[config.mk]
export PLATFORM = sky130hd
export DESIGN_NAME = altr_hps_ckor_gate
export DESIGN_NICKNAME = d
export VERILOG_FILES = /design/src/rtl/altr_hps_ckor_gate.sv
export SDC_FILE = /design/constraint.sdc
export NUM_CORES = 1
export LEC_CHECK = 0
export CAP_MARGIN = 15
export CORE_MARGIN = 10
export CORE_UTILIZATION = 40
export CTS_CLUSTER_SIZE = 12
export DETAILED_ROUTE_END_ITERATION = 8
export HOLD_SLACK_MARGIN = 0.1
export PLACE_DENSITY = 0.79
export SYNTH_ARGS = -nofsm -noshare
export SYNTH_HDL_FRONTEND = slang
export SYNTH_SLANG_ARGS = --single-unit
[constraint.sdc]
create_clock -name clk -period 4.2 [get_ports clk]
set_clock_uncertainty 0.2 [all_clocks]
set_input_delay 0.84 -clock clk [delete_from_list [all_inputs] [get_ports clk]]
set_output_delay 0.84 -clock clk [all_outputs]
set_load 0.03 [all_outputs]
[src/rtl/altr_hps_ckor_gate.sv]
// N-input clock OR/gate with hold-off timer: any request (or force_on) runs a
// glitch-free gated copy of clk. Optional scan override via ALTR_HPS_CKOR_GATE_SCAN_EN.
module altr_hps_ckor_gate #(
  parameter int NUM_REQ     = 4,
  parameter int HOLD_CYCLES = 8
) (
  input  logic               clk,
  input  logic               rst_n,
`ifdef ALTR_HPS_CKOR_GATE_SCAN_EN
  input  logic               scan_en,
`endif
  input  logic [NUM_REQ-1:0] req_in,
  input  logic               force_on,
  output logic               clk_out,
  output logic               clk_active,
  output logic [NUM_REQ-1:0] wake_src,
  output logic [1:0]         state_o
);

  localparam int CW = (HOLD_CYCLES > 0) ? $clog2(HOLD_CYCLES + 1) : 1;
  localparam logic [CW-1:0] LOAD = (HOLD_CYCLES > 0) ? CW'(HOLD_CYCLES - 1) : '0;

  typedef enum logic [1:0] {
    OFF   = 2'd0,
    RUN   = 2'd1,
    DRAIN = 2'd2
  } state_t;

  state_t             state, state_next;
  logic [CW-1:0]      cnt, cnt_next;
  logic [NUM_REQ-1:0] wake_next;
  logic               any_req;
  logic               en;
  logic               en_src;
  logic               en_lat;

  assign any_req = (|req_in) | force_on;

  always_comb begin
    state_next = state;
    cnt_next   = cnt;
    wake_next  = wake_src;
    case (state)
      OFF: begin
        if (any_req) begin
          state_next = RUN;
          wake_next  = req_in;
        end
      end
      RUN: begin
        if (!any_req) begin
          if (HOLD_CYCLES == 0) begin
            state_next = OFF;
          end else begin
            state_next = DRAIN;
            cnt_next   = LOAD;
          end
        end
      end
      DRAIN: begin
        if (any_req) begin
          state_next = RUN;
        end else if (cnt == '0) begin
          state_next = OFF;
        end else begin
          cnt_next = cnt - CW'(1);
        end
      end
      default: state_next = OFF;
    endcase
  end

  // en stays up for one cycle after the FSM returns to OFF: that is the
  // in-flight edge which makes the tail HOLD_CYCLES+1 edges long.
  always_ff @(posedge clk or negedge rst_n) begin
    if (!rst_n) begin
      state    <= OFF;
      cnt      <= '0;
      wake_src <= '0;
      en       <= 1'b0;
    end else begin
      state    <= state_next;
      cnt      <= cnt_next;
      wake_src <= wake_next;
      en       <= (state_next != OFF) || (state != OFF);
    end
  end

`ifdef ALTR_HPS_CKOR_GATE_SCAN_EN
  assign en_src = en | scan_en;
`else
  assign en_src = en;
`endif

  // Latch opens only while clk is low so en_lat is frozen for the whole high phase.
  always_latch begin
    if (!rst_n) begin
      en_lat = 1'b0;
    end else if (!clk) begin
      en_lat = en_src;
    end
  end

  assign clk_out    = clk & en_lat;
  assign clk_active = en;
  assign state_o    = state;

endmodule

== Word-level counts from Yosys, hierarchy flattened ==
Index checks and enable logic that the tools add are counted.

* Bitwise logic cells: 2
* Reduce and logical (&&, ||, !) cells: 9
* Multiplexer cells: 13
* Eq/ne operators: 5
* Add/sub/neg operators: 1

{| class="wikitable"
|+ Operators by type and width
! cell !! count
|-
| 2-to-1 mux 4 bit || 3
|-
| 2-to-1 mux 2 bit || 4
|-
| case mux 4 bit (2 select lines) || 1
|-
| != test 2 bit (second input constant) || 3
|-
| case mux 2 bit (3 select lines) || 1
|-
| nonzero test 2 bit || 3
|-
| zero test 4 bit || 1
|-
| 2-to-1 mux 1 bit || 4
|-
| AND reduction 4 bit || 1
|-
| OR reduction 4 bit || 1
|-
| subtractor 4 x 1 -> 4 bit (second input constant) || 1
|-
| == test 2 x 1 -> 1 bit (second input constant) || 1
|-
| == test 2 bit (second input constant) || 1
|-
| zero test 2 bit || 1
|-
| AND reduction 2 bit || 1
|-
| AND 1 bit || 1
|-
| logical OR 1 bit || 1
|-
| OR 1 bit || 1
|}

* Output and inout port bits: 8
* Flip-flop bits (word level): 11
* Latch bits: 1

== Longest topological paths before layout ==
* Word-level depth: 6
* Depth in mapped cells: 6
* Depth with buffers taken out: 6

==> results_dict.tcl <==
set metrics [dict create \
    outcome "finished clean" \
    synthArstFlopShare 0.917 \
    crit_required_ps 3160 \
    port_buffers 14 \
    yosys_register_bits 12 \
    clkTransAtPathRegs_ps 60 \
    routed_via_density 4.88 \
    synth_nets 63 \
    synth_edf_count 0 \
    placementRows 13 \
    final_hold_viol_count 0 \
    slew_violations 0 \
    place_hpwl_microns 921 \
    layout_common_cells "13 x clkdlybuf4s50_1, 12 x nand2_1, 11 x dfrtp_1, 7 x clkbuf_4" \
    grt_overflow 0 \
    routed_wirelength_mm 1.25 \
    grt_pass1_vias 498 \
    antenna_found_initial 0 \
    critPathBufInv 1 \
    critPathArrivalTime_ps 2990 \
    total_power_mw 0.369 \
    clk_latency_ps 370 \
    die_h_microns 57.6 \
    core_area_sq_um 1320 \
    r2r_setup_slack_ps 1300 \
    final_common_cell "clkdlybuf4s50_1" \
    maxCapViolations 0 \
    area_growth_pct 43.9 \
    critPathMaxStageDelay_ps 310 \
    powerDensity_nw_per_um2 454 \
    relSlewSlack 0.757 \
    via_count 468 \
    yosys_warnings 0 \
    crit_path_start_kind "latch" \
    drive_gt1_frac 0.173 \
    min_path_type "register to register" \
    firstDrtPassIters 4 \
    hold_start "wake_src[3]" \
    cts_tree "yes" \
    syn_area_sq_um 564 \
    grt_start_max_net_pins 13 \
    drc 0 \
    r2r_start "clk_active" \
    yosys.cell_types.count 26 \
    nets 89 \
    setup_violations 0 \
    drtAntennaViolNets 0 \
    place_area_sq_um 727 \
    dieWidth_microns 57.6 \
    grt_pass1_wl_mm 2.08 \
    rsz0062_at_grt "false" \
    crit_family "latches" \
    criticalPathCategory "latch to primary output" \
    drt_iter0_drc 9 \
    synthCells 55 \
    syn_avg_cell_area_sq_um 10.3 \
    leakagePower_nw 0.371 \
    gp_congestion 0.786 \
    fin_tns_setup_ps 0 \
    crit_slowest_cell "dlxtp_1" \
    final_cell_area_sq_um 812 \
    num_antenna_cells 0 \
    synth_top_flop_cell "dfrtp_1" \
    die-area_sq_um 3310 \
    worst_slew_pin_slew_ps 363 \
    path_cells "and2_1 -> buf_2" \
    ir_drop_v 0.000267 \
    cp-startpoint "en_lat" \
    crit_fanout 1 \
    routedWlPerCell_microns 13.0 \
    post_cts.repair.setup_buffers 0 \
    grt_usage 0.0853 \
    ios 15 \
    start_util 0.428 \
    end_kind "primary output" \
    fillCellCount 114 \
]
registers in the layout, indices dropped and copies added (netlist names):
signal and flops:
clk_active 1, wake_src 4, state_o 2, en_lat 1, cnt 4
cell usage after synthesis (all sizes together), types with 2 or more instances:
cell type,number,area share
nor3b,2,0.027
nand2,12,0.080
and2,2,0.022
o21ai,2,0.018
a21oi,2,0.018
inv,2,0.013
or4,2,0.033
a22o,3,0.047
dfrtp,11,0.49
nor3,3,0.027
nor2,2,0.042
cells by family after synthesis:
group           Yosys count  synth area share
latches                   1            0.0266
simple gates             29             0.306
buf+inv                   3            0.0200
fa+ha+maj                 1            0.0222
mux                       1            0.0177
compound gates            9             0.120
flops                    11             0.488
worst min-delay path: cells and delay by family, from the launching register on:
| family | cells | cell delay [ps] |
|---|---|---|
| flip-flops | 1 | 340 |
| AND/OR/NAND/NOR | 2 | 110 |
path summary, 6_finish.rpt:
path,endpoint,depth (start not counted)
max in group gated,clock gate,5
setup / recovery,clk_out,2
min in group gated,clock gate,5
setup reg to reg,en_lat,1
hold / removal,wake_src[3],2
min in group asynchronous,clk_active,4
hold reg to reg,wake_src[3],2
max in group asynchronous,cnt[0],4
where the power goes:
group | switching (mW) | total [mW] | leakage [nW] | internal, mW
Combinational | 0.0419 | 0.0805 | 0.190 | 0.0386
Sequential | 0.0123 | 0.138 | 0.137 | 0.126
Clock | 0.0608 | 0.150 | 0.0441 | 0.0894
Total | 0.115 | 0.369 | 0.371 | 0.254
stage by stage:
stage          hold slack, ps  std cells  utilization  worst slack [ps]
2_1_floorplan           -1460         55            -               496
3_3_place_gp             -852         84        0.552              25.3
3_5_place_dp             -846         84        0.552              23.1
4_1_cts                   280         96        0.621              61.1
5_1_grt                   291         96        0.616               101
6_report                  274         96        0.616               167
metal layers:
layer / global-route usage / routed length (microns) / vias to the layer above
met5: 0 / 0 / -
met4: 0.0470 / 21 / 0
met3: 0.0819 / 67 / 3
met2: 0.127 / 607 / 5
met1: 0.0739 / 551 / 211
li1: - / - / 249
timing repair:
action	CTS	global route
hold buffers	3	0
hold endpoints to repair	1	0
resized for setup	3	2
setup endpoints to repair	2	2
cloned	0	0
area by class of cell:
cell class,instances,area [sq um],share of cell area
tap,15,18.8,0.0231
inverter,2,7.51,0.00924
sequential,12,290,0.357
multi-input combinational,40,263,0.324
timing repair buffer,17,168,0.206
clock buffer,10,65.1,0.0801
Power figures use the tool's default switching activity.
